File: config.mk
export PLATFORM = sky130hd
export DESIGN_NAME = rx_parser_flat
export DESIGN_NICKNAME = d
export VERILOG_FILES = /design/src/rtl/rx_parser_if.sv /design/src/rtl/rx_parser.sv /design/src/flat_wrapper.sv
export SDC_FILE = /design/constraint.sdc
export NUM_CORES = 1
export LEC_CHECK = 0
export ABC_AREA = 1
export ABC_CLOCK_PERIOD_IN_PS = 4500
export BUFFER_PORTS_ARGS = -buffer_cell sky130_fd_sc_hd__buf_2
export CAP_MARGIN = 20
export CORE_MARGIN = 2
export CORE_UTILIZATION = 30
export DETAILED_ROUTE_END_ITERATION = 10
export SETUP_SLACK_MARGIN = 0.2
export SYNTH_ARGS = -nofsm -noshare
export SYNTH_HDL_FRONTEND = slang
export SYNTH_SLANG_ARGS = --single-unit
File: constraint.sdc
create_clock -name clk -period 4.5 [get_ports clk]
set_input_delay 0.9 -clock clk [delete_from_list [all_inputs] [get_ports clk]]
set_output_delay 0.9 -clock clk [all_outputs]
set_load 0.03 [all_outputs]
File: src/rtl/rx_parser_if.sv
// Bus between the UART receiver, the CPU and the rx_parser.
// The slave side is the parser; the master side is the receiver/CPU.
interface rx_parser_if #(
    parameter int W = 32
);
    logic [7:0]   d_rx;
    logic         vld_rx;
    logic         rdy_rx;
    logic         req_rx;
    logic [1:0]   mode_rx;
    logic [W-1:0] din_rx;
    logic         flag_rx;
    logic         err_rx;
    logic [7:0]   ndig_rx;
    logic         ack_rx;

    modport slave (
        input  d_rx, vld_rx, req_rx, mode_rx,
        output rdy_rx, din_rx, flag_rx, err_rx, ndig_rx, ack_rx
    );

    modport master (
        output d_rx, vld_rx, req_rx, mode_rx,
        input  rdy_rx, din_rx, flag_rx, err_rx, ndig_rx, ack_rx
    );
endinterface

File: src/rtl/rx_parser.sv
// rx_parser: turns a stream of ASCII characters into one item per CPU
// request -- a raw byte, a hex word or a saturating unsigned decimal word.
module rx_parser #(
    parameter int W      = 32,
    parameter int HEXDIG = W / 4
) (
    input logic        clk,
    input logic        rstn,
    rx_parser_if.slave bus
);

    localparam logic [1:0] S_IDLE = 2'd0;
    localparam logic [1:0] S_RECV = 2'd1;
    localparam logic [1:0] S_ACK  = 2'd2;

    localparam logic [1:0] M_BYTE = 2'b00;
    localparam logic [1:0] M_DEC  = 2'b10;

    localparam logic [7:0] C_BS = 8'h08;
    localparam logic [7:0] C_LF = 8'h0A;
    localparam logic [7:0] C_CR = 8'h0D;
    localparam logic [7:0] C_SP = 8'h20;

    localparam logic [7:0]   HEXDIG_C = 8'(HEXDIG);
    localparam logic [W+3:0] TEN      = (W + 4)'(10);

    logic [1:0]   state_q, state_d;
    logic [1:0]   mode_q,  mode_d;
    logic [W-1:0] acc_q,   acc_d;
    logic [7:0]   cnt_q,   cnt_d;
    logic         err_q,   err_d;
    logic [W-1:0] din_q,   din_d;
    logic         flag_q,  flag_d;
    logic         erro_q,  erro_d;
    logic [7:0]   ndig_q,  ndig_d;

    logic         is_dec;
    logic         is_hex;
    logic [3:0]   dig_val;
    logic [W+3:0] dec_wide;
    logic         dec_ovf;
    logic [W-1:0] hex_acc;
    logic [7:0]   hex_cnt;

    logic         fin;
    logic [W-1:0] fin_acc;
    logic [7:0]   fin_cnt;

    // Classify the incoming character and extract its digit value.
    always_comb begin
        is_dec  = 1'b0;
        is_hex  = 1'b0;
        dig_val = 4'd0;
        if (bus.d_rx >= 8'h30 && bus.d_rx <= 8'h39) begin
            is_dec  = 1'b1;
            is_hex  = 1'b1;
            dig_val = bus.d_rx[3:0];
        end else if ((bus.d_rx >= 8'h61 && bus.d_rx <= 8'h66) ||
                     (bus.d_rx >= 8'h41 && bus.d_rx <= 8'h46)) begin
            is_hex  = 1'b1;
            dig_val = bus.d_rx[3:0] + 4'd9;
        end
    end

    // Decimal step kept 4 bits wider so overflow past 2^W-1 is visible.
    assign dec_wide = ({4'b0000, acc_q} * TEN) + {{W{1'b0}}, dig_val};
    assign dec_ovf  = |dec_wide[W+3:W];
    assign hex_acc  = {acc_q[W-5:0], dig_val};
    assign hex_cnt  = cnt_q + 8'd1;

    // Next-state logic: request latch, per-character parsing, completion.
    always_comb begin
        // NOTE: every variable gets a default first so no path leaves it unassigned and infers a latch.
        state_d = state_q;
        mode_d  = mode_q;
        acc_d   = acc_q;
        cnt_d   = cnt_q;
        err_d   = err_q;
        din_d   = din_q;
        flag_d  = flag_q;
        erro_d  = erro_q;
        ndig_d  = ndig_q;
        fin     = 1'b0;
        fin_acc = acc_q;
        fin_cnt = cnt_q;

        case (state_q)
            S_IDLE: begin
                if (bus.req_rx) begin
                    mode_d  = bus.mode_rx;
                    acc_d   = '0;
                    cnt_d   = '0;
                    err_d   = 1'b0;
                    state_d = S_RECV;
                end
            end

            S_RECV: begin
                if (bus.vld_rx) begin
                    if (mode_q == M_BYTE) begin
                        // Byte mode takes the first character verbatim.
                        din_d   = W'(bus.d_rx);
                        flag_d  = 1'b1;
                        erro_d  = err_q;
                        ndig_d  = 8'd1;
                        state_d = S_ACK;
                    end else if (bus.d_rx == C_CR) begin
                        // Carriage return is dropped in both word modes.
                    end else if (bus.d_rx == C_LF || (bus.d_rx == C_SP && cnt_q != 8'd0)) begin
                        fin = 1'b1;
                    end else if (bus.d_rx == C_SP) begin
                        // Leading spaces are skipped.
                    end else if (mode_q == M_DEC) begin
                        if (is_dec) begin
                            acc_d = dec_ovf ? '1 : dec_wide[W-1:0];
                            if (dec_ovf) begin
                                err_d = 1'b1;
                            end
                            cnt_d = (cnt_q == 8'hFF) ? cnt_q : hex_cnt;
                        end else begin
                            err_d = 1'b1;
                        end
                    end else begin
                        // Hex mode (mode 01 and reserved 11).
                        if (is_hex) begin
                            acc_d = hex_acc;
                            cnt_d = hex_cnt;
                            if (hex_cnt == HEXDIG_C) begin
                                fin     = 1'b1;
                                fin_acc = hex_acc;
                                fin_cnt = hex_cnt;
                            end
                        end else if (bus.d_rx == C_BS) begin
                            if (cnt_q != 8'd0) begin
                                acc_d = acc_q >> 4;
                                cnt_d = cnt_q - 8'd1;
                            end
                        end else begin
                            err_d = 1'b1;
                        end
                    end
                end
            end

            S_ACK: begin
                state_d = S_IDLE;
            end

            default: begin
                state_d = S_IDLE;
            end
        endcase

        if (fin) begin
            din_d   = (fin_cnt != 8'd0) ? fin_acc : '0;
            flag_d  = (fin_cnt != 8'd0);
            erro_d  = err_q;
            ndig_d  = fin_cnt;
            state_d = S_ACK;
        end
    end

    // State and result registers, cleared asynchronously by rstn.
    always_ff @(posedge clk or negedge rstn) begin
        if (!rstn) begin
            state_q <= S_IDLE;
            mode_q  <= M_BYTE;
            acc_q   <= '0;
            cnt_q   <= '0;
            err_q   <= 1'b0;
            din_q   <= '0;
            flag_q  <= 1'b0;
            erro_q  <= 1'b0;
            ndig_q  <= '0;
        end else begin
            // NOTE: non-blocking so every register samples the pre-edge values regardless of statement order.
            state_q <= state_d;
            mode_q  <= mode_d;
            acc_q   <= acc_d;
            cnt_q   <= cnt_d;
            err_q   <= err_d;
            din_q   <= din_d;
            flag_q  <= flag_d;
            erro_q  <= erro_d;
            ndig_q  <= ndig_d;
        end
    end

    assign bus.rdy_rx  = (state_q == S_RECV);
    assign bus.ack_rx  = (state_q == S_ACK);
    assign bus.din_rx  = din_q;
    assign bus.flag_rx = flag_q;
    assign bus.err_rx  = erro_q;
    assign bus.ndig_rx = ndig_q;

endmodule

File: src/flat_wrapper.sv
// flat-port wrapper written by rule: the top's interface ports become plain ports
module rx_parser_flat 
#(
    parameter int W      = 32,
    parameter int HEXDIG = W / 4
)
  (clk, rstn, bus_d_rx, bus_vld_rx, bus_req_rx, bus_mode_rx, bus_rdy_rx, bus_din_rx, bus_flag_rx, bus_err_rx, bus_ndig_rx, bus_ack_rx);
  rx_parser_if #(.W(W)) bus_i ();
  input logic clk;
  input logic rstn;
  input wire logic [$bits(bus_i.d_rx)-1:0] bus_d_rx;
  input wire logic [$bits(bus_i.vld_rx)-1:0] bus_vld_rx;
  input wire logic [$bits(bus_i.req_rx)-1:0] bus_req_rx;
  input wire logic [$bits(bus_i.mode_rx)-1:0] bus_mode_rx;
  output wire logic [$bits(bus_i.rdy_rx)-1:0] bus_rdy_rx;
  output wire logic [$bits(bus_i.din_rx)-1:0] bus_din_rx;
  output wire logic [$bits(bus_i.flag_rx)-1:0] bus_flag_rx;
  output wire logic [$bits(bus_i.err_rx)-1:0] bus_err_rx;
  output wire logic [$bits(bus_i.ndig_rx)-1:0] bus_ndig_rx;
  output wire logic [$bits(bus_i.ack_rx)-1:0] bus_ack_rx;
  assign bus_i.d_rx = bus_d_rx;
  assign bus_i.vld_rx = bus_vld_rx;
  assign bus_i.req_rx = bus_req_rx;
  assign bus_i.mode_rx = bus_mode_rx;
  assign bus_rdy_rx = bus_i.rdy_rx;
  assign bus_din_rx = bus_i.din_rx;
  assign bus_flag_rx = bus_i.flag_rx;
  assign bus_err_rx = bus_i.err_rx;
  assign bus_ndig_rx = bus_i.ndig_rx;
  assign bus_ack_rx = bus_i.ack_rx;
  rx_parser #(.W(W), .HEXDIG(HEXDIG)) u_core (.clk(clk), .rstn(rstn), .bus(bus_i));
endmodule
# --- After elaboration in Yosys (flattened, before gate mapping) ---
# Index checks and enable logic that the tools add are counted.
classes:
  reduce_logical: 21
  n_eq_ne: 25
  multipliers: 1
  n_mux: 92
  order_cmp: 6
  add_sub_neg: 4
op_table:
  columns: ["op", "count"]
  rows:
  - ["32-bit 2-to-1 mux", 26]
  - ["8-bit 2-to-1 mux", 25]
  - ["32-bit one-hot mux with 2 select lines", 1]
  - ["36-bit by 4-bit adder with 36-bit output", 1]
  - ["32-bit by 3-bit multiplier with 35-bit output, second input constant", 1]
  - ["8-bit by 4-bit == test with 1-bit output, second input constant", 4]
  - ["1-bit 2-to-1 mux", 31]
  - ["10-bit AND reduction", 2]
  - ["8-bit by 7-bit >= comparator with 1-bit output, second input constant", 2]
  - ["8-bit by 7-bit less-or-equal comparator with 1-bit output, second input constant", 2]
  - ["8-bit one-hot mux with 2 select lines", 1]
  - ["8-bit nonzero test", 2]
  - ["2-bit != test, second input constant", 6]
  - ["3-bit by 2-bit != test with 1-bit output, second input constant", 4]
  - ["11-bit AND reduction", 1]
  - ["8-bit by 1-bit adder with 8-bit output, second input constant", 1]
  - ["8-bit by 6-bit == test with 1-bit output, second input constant", 1]
  - ["8-bit == test, second input constant", 1]
  - ["8-bit by 6-bit >= comparator with 1-bit output, second input constant", 1]
  - ["8-bit by 6-bit less-or-equal comparator with 1-bit output, second input constant", 1]
  - ["2-bit 2-to-1 mux", 4]
  - ["4-bit 2-to-1 mux", 2]
  - ["4-bit by 1-bit != test with 1-bit output, second input constant", 2]
  - ["2-bit nonzero test", 4]
  - ["other kinds (15)", 23]
totals:
  elab_cells: 158
  output_inout_bits: 44
  in_bits: 14
  regBits: 87

# --- Logic depth before layout (Yosys ltp) ---
# Gate-level depths: netlist of run 1.
logic_depth:
  ltp_word: 16
  mapped_depth: 31
  mapped_depth_nobuf: 31

# --- Worst setup path before layout of run 1 ---
# OpenSTA, ideal clock, no wires.
synth_path:
  path_kind: "in2reg"
  startpoint: "input bus_d_rx[1]"
  endpoint: "register u_core.acc_q[0]"
  setup_time_ns: 0.083
  setup_slack_ns: 0.170
  arrival_time_ns: 4.247
  path_buffers: 1
  cell_stages: 23
  path_cell_list: "inv_1 -> ha_1 -> o21ai_0 -> nand2_1 -> nand2_1 -> inv_1 -> a211oi_1 -> ha_1 -> fa_1 -> nand2_1 -> a21oi_1 -> nor3b_2 -> nand2_1 -> nor3_4 -> nand3_2 -> nor2_4 -> nand4_2 -> nor2_2 -> nor2_4 -> buf_6 -> nand3_1 -> nand3_1 -> o21ai_0"
synth_via:
  elab_chain_cells: 16
  elab_cells_between_ends: 41
  cone_classes: "add/sub: 2; order compare: 6; eq/ne: 10; mux: 15; reduce/logical: 8"
synth_lines:
  columns: ["item", "line_no", "text"]
  rows:
  - ["from (decl)", "flat_wrapper.sv:11", "input wire logic [$bits(bus_i.d_rx)-1:0] bus_d_rx;"]
  - ["8-bit by 7-bit >= comparator with 1-bit output (tied with other cells)", "rx_parser.sv:58", "end else if ((bus.d_rx >= 8'h61 && bus.d_rx <= 8'h66) ||"]
  - ["1-bit logical AND, on equally long branches", "rx_parser.sv:58, rx_parser.sv:59", null]
  - ["1-bit logical OR", "rx_parser.sv:58", null]
  - ["4-bit 2-to-1 mux", "rx_parser.sv:58", null]
  - ["4-bit 2-to-1 mux", "rx_parser.sv:54", "if (bus.d_rx >= 8'h30 && bus.d_rx <= 8'h39) begin"]
  - ["36-bit by 4-bit adder with 36-bit output", "rx_parser.sv:66", "assign dec_wide = ({4'b0000, acc_q} * TEN) + {{W{1'b0}}, dig_val};"]
  - ["4-bit OR reduction", "rx_parser.sv:67", "assign dec_ovf = |dec_wide[W+3:W];"]
  - ["32-bit 2-to-1 mux", "rx_parser.sv:115", "acc_d = dec_ovf ? '1 : dec_wide[W-1:0];"]
  - ["32-bit 2-to-1 mux", "rx_parser.sv:114", "if (is_dec) begin"]
  - ["32-bit 2-to-1 mux", "rx_parser.sv:113", "end else if (mode_q == M_DEC) begin"]
  - ["32-bit 2-to-1 mux", "rx_parser.sv:111", "end else if (bus.d_rx == C_SP) begin"]
  - ["32-bit 2-to-1 mux", "rx_parser.sv:109", "end else if (bus.d_rx == C_LF || (bus.d_rx == C_SP && cnt_q != 8'd0)) begin"]
  - ["32-bit 2-to-1 mux", "rx_parser.sv:107", "end else if (bus.d_rx == C_CR) begin"]
  - ["32-bit 2-to-1 mux", "rx_parser.sv:100", "if (mode_q == M_BYTE) begin"]
  - ["32-bit 2-to-1 mux", "rx_parser.sv:99", "if (bus.vld_rx) begin"]
  - ["32-bit one-hot mux with 2 select lines", "rx_parser.sv:87", "case (state_q)"]
  - ["to (signal assigned)", "rx_parser.sv:168", "acc_q <= '0;"]
  - ["to (signal assigned)", "rx_parser.sv:179", "acc_q <= acc_d;"]
  - ["to (decl)", "rx_parser.sv:29", "logic [W-1:0] acc_q, acc_d;"]
# Several ways; a longest one is shown, not always the timed one. The select of a mux whose other input is x is not followed.
# A chain may end at the register's enable or synchronous reset.

# --- Final worst setup path of run 1 ---
layout_path:
  startpoint: "input bus_d_rx[0]"
  endpoint: "register u_core.acc_q[7]"
# The elaborated chain is that of the path after synthesis.

==> results of run 1 <==
## registers in the layout, indices dropped and copies added (netlist names)
register and flops:
u_core.acc_q 32, u_core.bus.din_rx 32, u_core.bus.ndig_rx 8, u_core.cnt_q 8
u_core.mode_q 2, u_core.state_q 2, u_core.bus.err_rx 1, u_core.bus.flag_rx 1
u_core.err_q 1
## cells by family after synthesis
| family | after synthesis | share of synthesized area (%) |
|---|---|---|
| fa+ha+maj | 71 | 10.6 |
| mux | 2 | 0.234 |
| xor+xnor | 45 | 4.61 |
| simple gates | 670 | 34.4 |
| flops | 87 | 25.5 |
| compound gates | 201 | 13.4 |
| buf+inv | 248 | 11.3 |
## layout make-up
cell class              instances  area share, %
clock buffers                  12           2.48
clock inverters                 4          0.553
flip-flops and latches         87           21.9
inverters                     220           8.32
repair buffers                102           7.05
multi-input cells             989           55.0
well taps                     378           4.75
## cells in the final DEF (no fill, tap or decap), drive strengths merged, types with 5 or more instances in the layout
cell type / n
a21oi: 58
a22oi: 24
and2: 5
buf: 100
clkbuf: 14
clkinv: 7
dfrtp: 87
ha: 69
inv: 215
nand2: 376
nand3: 104
nand3b: 7
nand4: 22
nor2: 134
nor3: 17
o211ai: 5
o21ai: 88
o22ai: 10
o311ai: 6
xnor2: 14
xor2: 31
## worst max-delay path: stages
cell	delay (ns)
buf_2	0.12
inv_2	0.06
ha_2	0.18
o21ai_1	0.07
nand2_1	0.08
nand2_2	0.08
nand2_2	0.10
inv_4	0.05
a211oi_2	0.24
ha_2	0.24
fa_1	0.19
nand2_1	0.07
a21oi_2	0.15
nor3b_4	0.27
nand2_2	0.13
nor3_4	0.19
nand3_2	0.12
nor2_4	0.13
nand4_2	0.10
nor2_2	0.17
nor2_4	0.08
buf_12	0.14
buf_4	0.13
nand3_1	0.06
nand3_1	0.07
o21ai_0	0.09
## worst max path at each step
| stage | endpoint | slack (ns) |
|---|---|---|
| after global routing | u_core.err_q$_DFFE_PN0P_ | 0.16 |
| after floorplan | u_core.acc_q[0]$_DFFE_PN0P_ | 0.25 |
| after detailed placement | u_core.acc_q[25]$_DFFE_PN0P_ | -0.07 |
| after CTS | u_core.acc_q[17]$_DFFE_PN0P_ | 0.27 |
| after global placement | u_core.acc_q[25]$_DFFE_PN0P_ | 0.04 |
| final | u_core.acc_q[7]$_DFFE_PN0P_ | 0.52 |
## per-stage QoR
| stage | setup TNS (ns) | util, % | cell area (µm²) |
|---|---|---|---|
| 2_1_floorplan | 0 | - | 8550 |
| 3_3_place_gp | 0 | 34.0 | 9500 |
| 3_5_place_dp | -0.906 | 34.0 | 9500 |
| 4_1_cts | 0 | 35.1 | 9810 |
| 5_1_grt | 0 | 35.6 | 9950 |
| 6_report | 0 | 35.6 | 9950 |
## power by group through the flow
| stage | sequential [mW] | combinational, mW | clock [mW] |
|---|---|---|---|
| 6_report | 1.20 | 3.77 | 0.778 |
| 5_1_grt | 1.22 | 4.16 | 0.824 |
| 4_1_cts | 1.20 | 3.55 | 0.785 |
| 3_5_place_dp | 1.21 | 3.53 | 0 |
| 3_3_place_gp | 1.21 | 3.49 | 0 |
| 2_1_floorplan | 1.20 | 2.51 | 0 |
## metal layers
| layer | global-route usage (%) | vias to the layer above | routed length (µm) |
|---|---|---|---|
| met4 | 4.31 | 0 | 556 |
| met5 | 0 | - | 0 |
| li1 | - | 4444 | - |
| met3 | 2.44 | 32 | 1340 |
| met2 | 29.1 | 219 | 12100 |
| met1 | 24.9 | 4010 | 12800 |
## what timing repair did
| item | 4_1_cts | 5_1_grt |
|---|---|---|
| setup endpoints to repair | 0 | 33 |
| gates resized for setup | 0 | 27 |
| setup buffers | 0 | 3 |
| endpoints found under the hold margin | 0 | 0 |
| hold buffers | 0 | 0 |
==> key figures, run 1 <==
GRT
  • Vias in the first global route: 8382
  • First-pass GRT wire length: 43700 µm
  • Largest net degree at the start of global routing: 66
  • Total Routing Usage GR: 17.8%
  • Initial antenna violation count: 0
  • Gr ovfl total: 0

Synth
  • Mapped Area: 8540 µm²
  • Syn Area/Cell: 6.45 µm²
  • Synth top area share: 25.5%
  • Top-count cell post-synth: nand2_1
  • Sequential element share of the synthesized area: 25.5%
  • Top FF cell, synth: dfrtp_1
  • Main area contributors after synthesis: dfrtp_1, nand2_1, ha_1
  • #FFs+latches synth: 87
  • Synth warn: 0
  • Synth Instances: 1324
  • Post-synth top area cell: dfrtp_1
  • Syn nets: 1409
  • Yosys cell types: 48
  • Synth top cells by count: nand2_1, inv_1, nor2_1
  • Ys async rst share: 100%
  • Post-synth EDFFs: 0

Clock network
  • Num CTS Buffers: 9
  • CTS Buffer Depth: 2
  • Worst-Skew Late Latency: 0.35 ns
  • Clk root buf: clkbuf_16
  • CTS tree: built
  • CTS clk-pin slew, worst paths: 0.06 ns
  • Sink Count: 87
  • # H-tree levels: 3

Finish
  • Area growth from synthesis to layout: 16.5%
  • Non-filler cells, final: 1792
  • Multi-input gate area: 5470 µm²
  • Share of layout cells above drive strength 1: 13.0%
  • Ant. Diodes: 0
  • # fillers: 3062
  • Register area: 2180 µm²
  • Fin nets: 1494

Timing
  • Final setup skew: 0.00991 ns
  • Final setup vio count: 0
  • Post-route clock period utilization: 88.5%
  • RSZ-0062 raised after global routing: yes
  • Fin. Hold Viols: 0
  • Final Max Tran Viols: 0
  • Tmin final: 3.98 ns
  • Hold Slack: 0.477 ns
  • Peak Freq: 0.251 GHz
  • Rel. slew slack: 43.2%
  • Slew @ Worst Pin: 0.852 ns
  • Fin worst setup slack: 0.516 ns

Min path
  • Hold Path Depth: 2
  • Worst Hold Class: flop to flop
  • Worst hold endpoint: u_core.bus.din_rx[28]$_DFFE_PN0P_
  • HP Start: u_core.bus.din_rx[28]$_DFFE_PN0P_

Detailed routing
  • Drt via density: 4.86
  • Post-DRT Antenna Nets: 0
  • Pre-Repair DR Iteration Count: 5
  • Detailed Route WL: 26800 µm
  • DRT iter0 DRCs: 786
  • Routed len/inst: 15.0 µm
  • Drt drc: 0
  • Vias: 8705

Placement
  • Dpl ws: -0.0713 ns
  • Placer Congestion: 0.904
  • Placed cells: 1771
  • Port Buffers: 57
  • DP HPWL: 21300 µm

Worst setup path
  • Flop2flop setup slack: 0.59 ns
  • RR Startpoint: u_core.acc_q[1]$_DFFE_PN0P_
  • CP Class: primary input to flop
  • Worst r2r dst: u_core.acc_q[7]$_DFFE_PN0P_
  • Worst Setup SP: bus_d_rx[0]
  • Startpoint types: primary input
  • Worst-path fanout max: 9
  • Crit path DAT: 4.24 ns
  • R2R depth: 24
  • Critical Path End Type: flop
  • Critical Path RT: 4.76 ns

Floorplan
  • Initial Utilization: 30.6%
  • Rows: 61
  • Die H: 173 µm
  • Die Width: 173 µm
  • Die area: 29800 µm²
  • IO Pins: 58
  • Core ar.: 27900 µm²

Power and ir drop
  • Part of the power in combinational logic: 65.6%
  • Sw power: 3.00 mW
  • Clock share of power: 13.5%
  • Internal power: 2.74 mW
  • Net Sw Frac: 52.3%
  • Max rail drop VDD: 0.372 mV
  • Flop pwr share: 20.9%
  • Power Density: 577 nW/µm²
  • Leak pwr: 5.13 nW
  • Total power: 5.75 mW

Status
  • Status: finished, final reports clean

Flow run
  • Max-cap violations: 0
Note: power is estimated with default switching activity, not from simulation.
==> inputs of run 2 (changes only) <==
--- a/config.mk
+++ b/config.mk
@@ -9,6 +9,7 @@
 export ABC_CLOCK_PERIOD_IN_PS = 4500
 export BUFFER_PORTS_ARGS = -buffer_cell sky130_fd_sc_hd__buf_2
 export CAP_MARGIN = 20
+export CORE_ASPECT_RATIO = 0.75
 export CORE_MARGIN = 2
 export CORE_UTILIZATION = 30
 export DETAILED_ROUTE_END_ITERATION = 10
==> run 2 against run 1 <==
Critical path type unchanged. Global-route usage is 0.35 points higher. First-iteration DRC count is 4.6% lower. Combinational power shrank 2%. Clock skew increased by 0.0011 ns. Flip-flop and latch count unchanged. Highest routed layer unchanged. Largest power group unchanged. Sequential share of layout area fell by 0.29 points.
==> key figures, run 2 (same netlist as run 1, synthesis figures left out) <==
Power and ir drop
  • Max rail drop VDD: 0.286 mV
  • Leak pwr: 5.21 nW
  • Total power: 5.71 mW
  • Power Density: 566 nW/µm²

Finish
  • Highest-count cells in the layout ignoring fill and taps: nand2_1, inv_1, nor2_1, nand3_1, dfrtp_1
  • Post-route design area: 10100 µm²
  • Register area: 2180 µm²
  • Share of layout cells above drive strength 1: 14.0%
  • Most common cell after layout, fill and taps aside: nand2_1
  • Post-layout util: 36.0%
  • Non-filler cells, final: 1810
  • # fillers: 3047
  • Multi-input gate area: 5510 µm²
  • Area growth from synthesis to layout: 18.1%
  • Fin nets: 1505
  • Ant. Diodes: 0

Clock network
  • CTS Buffer Depth: 2
  • Sink Count: 87
  • Post-CTS Hold Buffers: 0
  • CTS clk-pin slew, worst paths: 0.07 ns
  • Num CTS Buffers: 9
  • Worst-Skew Late Latency: 0.35 ns
  • Clk root buf: clkbuf_16
  • CTS tree: built
  • # H-tree levels: 3

Floorplan
  • Die H: 150 µm
  • Core ar.: 28000 µm²
  • IO Pins: 58
  • Rows: 53
  • Initial Utilization: 30.5%
  • Die Width: 199 µm
  • Die area: 29900 µm²

Worst setup path
  • Slowest stage cell, crit path: ha_1
  • Critical Path End Type: flop
  • Flop2flop setup slack: 0.50 ns
  • Critical Path RT: 4.71 ns
  • CP Class: primary input to flop
  • Startpoint types: primary input
  • Most used cell, CP: nand2_2
  • Crit path DAT: 4.26 ns
  • Worst-path fanout max: 7
  • Max stage delay on crit path: 0.26 ns

Detailed routing
  • Routed len/inst: 14.7 µm
  • Pre-Repair DR Iteration Count: 5
  • Drt drc: 0
  • DRT iter0 DRCs: 750
  • Vias: 8836
  • Post-DRT Antenna Nets: 0
  • Detailed Route WL: 26600 µm
  • Drt via density: 4.88

GRT
  • Gr ovfl total: 0
  • Initial antenna violation count: 0
  • Largest net degree at the start of global routing: 69
  • Vias in the first global route: 7977
  • Total Routing Usage GR: 18.2%
  • First-pass GRT wire length: 43000 µm
  • Met1 Use GR: 28.3%
  • GR Layer Usage met2: 26.0%
  • Met3 Use GR: 3.25%
  • Gr busiest metal: met1

Timing
  • Final setup vio count: 0
  • Final setup skew: 0.0111 ns
  • RSZ-0062 raised after global routing: no
  • Rel. slew slack: 37.9%
  • Peak Freq: 0.247 GHz
  • Tmin final: 4.05 ns
  • TNS Setup: 0 ns
  • Post-route clock period utilization: 90.0%
  • Slew @ Worst Pin: 0.932 ns
  • Final Max Tran Viols: 0
  • Fin. Hold Viols: 0

Placement
  • Port Buffers: 57
  • DP HPWL: 21200 µm
  • Placed cells: 1788
  • Placed Area: 9580 µm²
  • Placer Congestion: 0.931

Status
  • Status: finished, final reports clean

Flow run
  • Max-cap violations: 0

Min path
  • Worst Hold Class: flop to flop
-- run 2: cell types whose count changed in the layout (fill, tap and decap cells not counted), sizes merged --
cell	before	now
buf	100	112
bufinv	1	2
clkbuf	14	11
clkinvlp	1	0
inv	215	217
-- run 2: final cells by class --
cell class | count | area share (%)
clock buffer | 10 | 2.27
inverter | 220 | 8.26
sequential | 87 | 21.6
multi-input combinational | 989 | 54.6
tap | 385 | 4.78
timing repair buffer | 113 | 7.57
clock inverter | 6 | 0.905
-- run 2: where the power goes --
part / total (mW) / switching (mW) / internal, mW / leakage (nW)
combinational: 3.68 / 2.39 / 1.29 / 3.89
clock: 0.825 / 0.334 / 0.491 / 0.157
sequential: 1.20 / 0.226 / 0.972 / 1.16
total: 5.71 / 2.95 / 2.75 / 5.21
-- run 2: layer usage --
layer  up-vias  wire length (µm)  share of wire, %
met5         -                 0                 0
met4         0               327               1.2
met3        23              1490               5.6
met2       231             10800                41
met1      4100             14000                52
li1       4482                 -                 -
-- run 2: path summary, 6_finish.rpt --
kind                                                   start                                 to  cells past startpoint
max in group asynchronous                               rstn  u_core.bus.din_rx[17]$_DFFE_PN0P_                      2
min                        u_core.bus.ndig_rx[2]$_DFFE_PN0P_  u_core.bus.ndig_rx[2]$_DFFE_PN0P_                      2
max                                              bus_d_rx[0]       u_core.acc_q[22]$_DFFE_PN0P_                     31
max reg2reg                      u_core.acc_q[1]$_DFFE_PN0P_           u_core.err_q$_DFFE_PN0P_                     25
min reg2reg                u_core.bus.ndig_rx[2]$_DFFE_PN0P_  u_core.bus.ndig_rx[2]$_DFFE_PN0P_                      2
min in group asynchronous                               rstn  u_core.bus.din_rx[30]$_DFFE_PN0P_                      1
-- run 2: stage by stage --
step                setup WS [ns]  hold slack [ns]
floorplan                   0.246            0.442
global placement           0.0246            0.463
detailed placement        -0.0621            0.468
CTS                         0.299            0.485
global route                0.152            0.514
finish                      0.450            0.477
-- run 2: critical path, delay by kind of cell --
family,cells,cell delay [ns]
buf+inv,7,0.73
compound gates,2,0.35
simple gates,20,1.87
fa+ha+maj,2,0.39
-- run 2: repair_timing --
| action | in CTS | in global routing |
|---|---|---|
| hold endpoints to repair | 0 | 0 |
| gates resized for setup | 0 | 40 |
| buffers inserted | 0 | 5 |
| setup endpoints to repair | 0 | 33 |
==> inputs of run 3 (changes only) <==
--- a/config.mk
+++ b/config.mk
@@ -13,6 +13,7 @@
 export CORE_MARGIN = 2
 export CORE_UTILIZATION = 30
 export DETAILED_ROUTE_END_ITERATION = 10
+export GPL_TIMING_DRIVEN = 0
 export SETUP_SLACK_MARGIN = 0.2
 export SYNTH_ARGS = -nofsm -noshare
 export SYNTH_HDL_FRONTEND = slang
==> run 3 against run 2 <==
Worst setup slack lost 0.18 ns. Critical endpoint is now u_core.acc_q[7]$_DFFE_PN0P_. Flip-flop and latch count is the same. Highest routed layer unchanged. Sequential share of layout area shrank 0.71 points. Via count up 4.0%. Die area unchanged. Total power grew 10%. Utilization increased by 1.2 points. Largest power group unchanged.
==> key figures, run 3 (same netlist as run 1, synthesis figures left out) <==
Finish
  • # fillers: 3035
  • Highest-count cells in the layout ignoring fill and taps: nand2_1, inv_1, nor2_1, nand3_1, dfrtp_1
  • Share of layout cells above drive strength 1: 15.5%
  • Fin nets: 1516
  • Non-filler cells, final: 1821
  • Area growth from synthesis to layout: 22.1%
  • Post-route design area: 10400 µm²
  • Most common cell after layout, fill and taps aside: nand2_1
  • Ant. Diodes: 0

Floorplan
  • Rows: 53
  • IO Pins: 58
  • Die H: 150 µm
  • Initial Utilization: 30.5%
  • Die Width: 199 µm
  • Core ar.: 28000 µm²
  • Die area: 29900 µm²

Power and ir drop
  • Leak pwr: 5.27 nW
  • Power Density: 603 nW/µm²
  • Max rail drop VDD: 0.337 mV

Flow run
  • Max-cap violations: 0

GRT
  • Total Routing Usage GR: 20.0%
  • Vias in the first global route: 8431
  • Initial antenna violation count: 0
  • Gr ovfl total: 0
  • First-pass GRT wire length: 46300 µm
  • Largest net degree at the start of global routing: 48

Worst setup path
  • Critical Path RT: 4.72 ns
  • CP bufs+invs: 7
  • RR Startpoint: u_core.acc_q[1]$_DFFE_PN0P_
  • CP Class: primary input to flop
  • Max stage delay on crit path: 0.30 ns
  • Critical Path End Type: flop
  • Startpoint types: primary input
  • Most used cell, CP: nand2_2
  • Worst-path fanout max: 5
  • Crit path DAT: 4.45 ns
  • Worst Setup SP: bus_d_rx[1]
  • Critical path's top delay family: simple AND/OR/NAND/NOR gates
  • Slowest stage cell, crit path: bufbuf_16

Min path
  • HP Start: u_core.bus.err_rx$_DFFE_PN0P_
  • Worst Hold Class: flop to flop

Clock network
  • CTS clk-pin slew, worst paths: 0.07 ns
  • CTS tree: built
  • # H-tree levels: 3
  • CTS Buffer Depth: 2
  • Num CTS Buffers: 9
  • Sink Count: 87
  • Worst-Skew Late Latency: 0.35 ns
  • Post-CTS Hold Buffers: 0
  • Clk root buf: clkbuf_16

Status
  • Status: finished, final reports clean

Timing
  • Final Max Tran Viols: 0
  • Post-route clock period utilization: 94.1%
  • Rel. slew slack: 54.3%
  • RSZ-0062 raised after global routing: yes
  • Peak Freq: 0.236 GHz
  • Slew @ Worst Pin: 0.685 ns
  • Fin. Hold Viols: 0
  • Final setup skew: 0.00730 ns
  • TNS Setup: 0 ns
  • Tmin final: 4.23 ns
  • Final setup vio count: 0

Detailed routing
  • Vias: 9187
  • Routed len/inst: 16.4 µm
  • Detailed Route WL: 29800 µm
  • Drt via density: 5.05
  • Post-DRT Antenna Nets: 0
  • Pre-Repair DR Iteration Count: 6
  • Drt drc: 0
  • DRT iter0 DRCs: 1062

Placement
  • Port Buffers: 57
  • Placed Area: 9350 µm²
  • Placed cells: 1767
  • Placer Congestion: 0.941
  • DP HPWL: 23300 µm
-- run 3: changes by cell type in the layout (fill, tap and decap cells not counted), moves of 5 or more --
cell      previous run  this run
clkbuf_1             1        19
o21ai_1             13        20
o21ai_0             74        66
buf_6                2         7
buf_4               54        31
buf_8                0         5
nand3_1            100        87
nand3_2              4        15
-- run 3: repair_timing --
action,CTS,global route
pin swaps,17,34
buffers inserted,18,18
endpoints found under the setup margin,33,33
gates resized for setup,28,82
cloned,1,1
-- run 3: final cells by class --
cell class	instances	area, µm²	share of cell area (%)
multi-input cells	989	5720	54.8
flip-flops and latches	87	2180	20.9
inverters	220	843	8.08
repair buffers	96	732	7.01
well taps	385	482	4.62
clock buffers	10	239	2.29
plain buffers	28	151	1.45
clock inverters	6	92.6	0.887
-- run 3: path summary, 6_finish.rpt --
check	depth (start not counted)	end	slack (ns)
setup / recovery	31	u_core.acc_q[7]$_DFFE_PN0P_	0.27
hold / removal	2	u_core.bus.err_rx$_DFFE_PN0P_	0.48
setup reg to reg	23	u_core.acc_q[7]$_DFFE_PN0P_	0.41
hold reg to reg	2	u_core.bus.err_rx$_DFFE_PN0P_	0.48
max in group asynchronous	2	u_core.acc_q[1]$_DFFE_PN0P_	3.27
min in group asynchronous	1	u_core.bus.din_rx[29]$_DFFE_PN0P_	0.54
-- run 3: power by group --
part           switching, mW  internal (mW)
Clock                  0.348          0.505
Sequential             0.226          0.972
Combinational           2.70           1.54
Total                   3.28           3.02
-- run 3: per-stage QoR --
stage               util, %  power [mW]  setup WS [ns]  hold slack (ns)
floorplan                 -        3.72          0.246            0.442
global placement       33.3        4.65          -1.08            0.466
detailed placement     33.4        4.70          -1.15            0.467
CTS                    35.7        5.93          0.200            0.484
global route           37.3        6.72          0.103            0.498
finish                 37.3        6.29          0.267            0.478
-- run 3: layer usage --
| layer | vias up | share of wire (%) | global-route usage [%] |
|---|---|---|---|
| met5 | - | 0 | 0 |
| li1 | 4507 | - | - |
| met3 | 30 | 9.3 | 4.48 |
| met4 | 0 | 1.1 | 2.76 |
| met1 | 4284 | 50 | 31.9 |
| met2 | 366 | 39 | 27.3 |
-- run 3: worst reg2reg max path: stages, from the launching register on --
cell       delay [ns]
dfrtp_2          0.47
ha_1             0.31
ha_2             0.22
inv_1            0.07
fa_1             0.53
nor2_1           0.23
nand3_2          0.10
nand2_1          0.09
nand2_2          0.07
nor2_4           0.17
nand3_4          0.10
nor2_4           0.13
nand2_2          0.09
nor2_4           0.14
nand3_2          0.10
nor2_2           0.12
nand3_1          0.09
nand2_1          0.08
nand2_2          0.09
nor2_8           0.19
bufbuf_16        0.30
nand3_1          0.11
nand3_1          0.09
o21ai_1          0.09
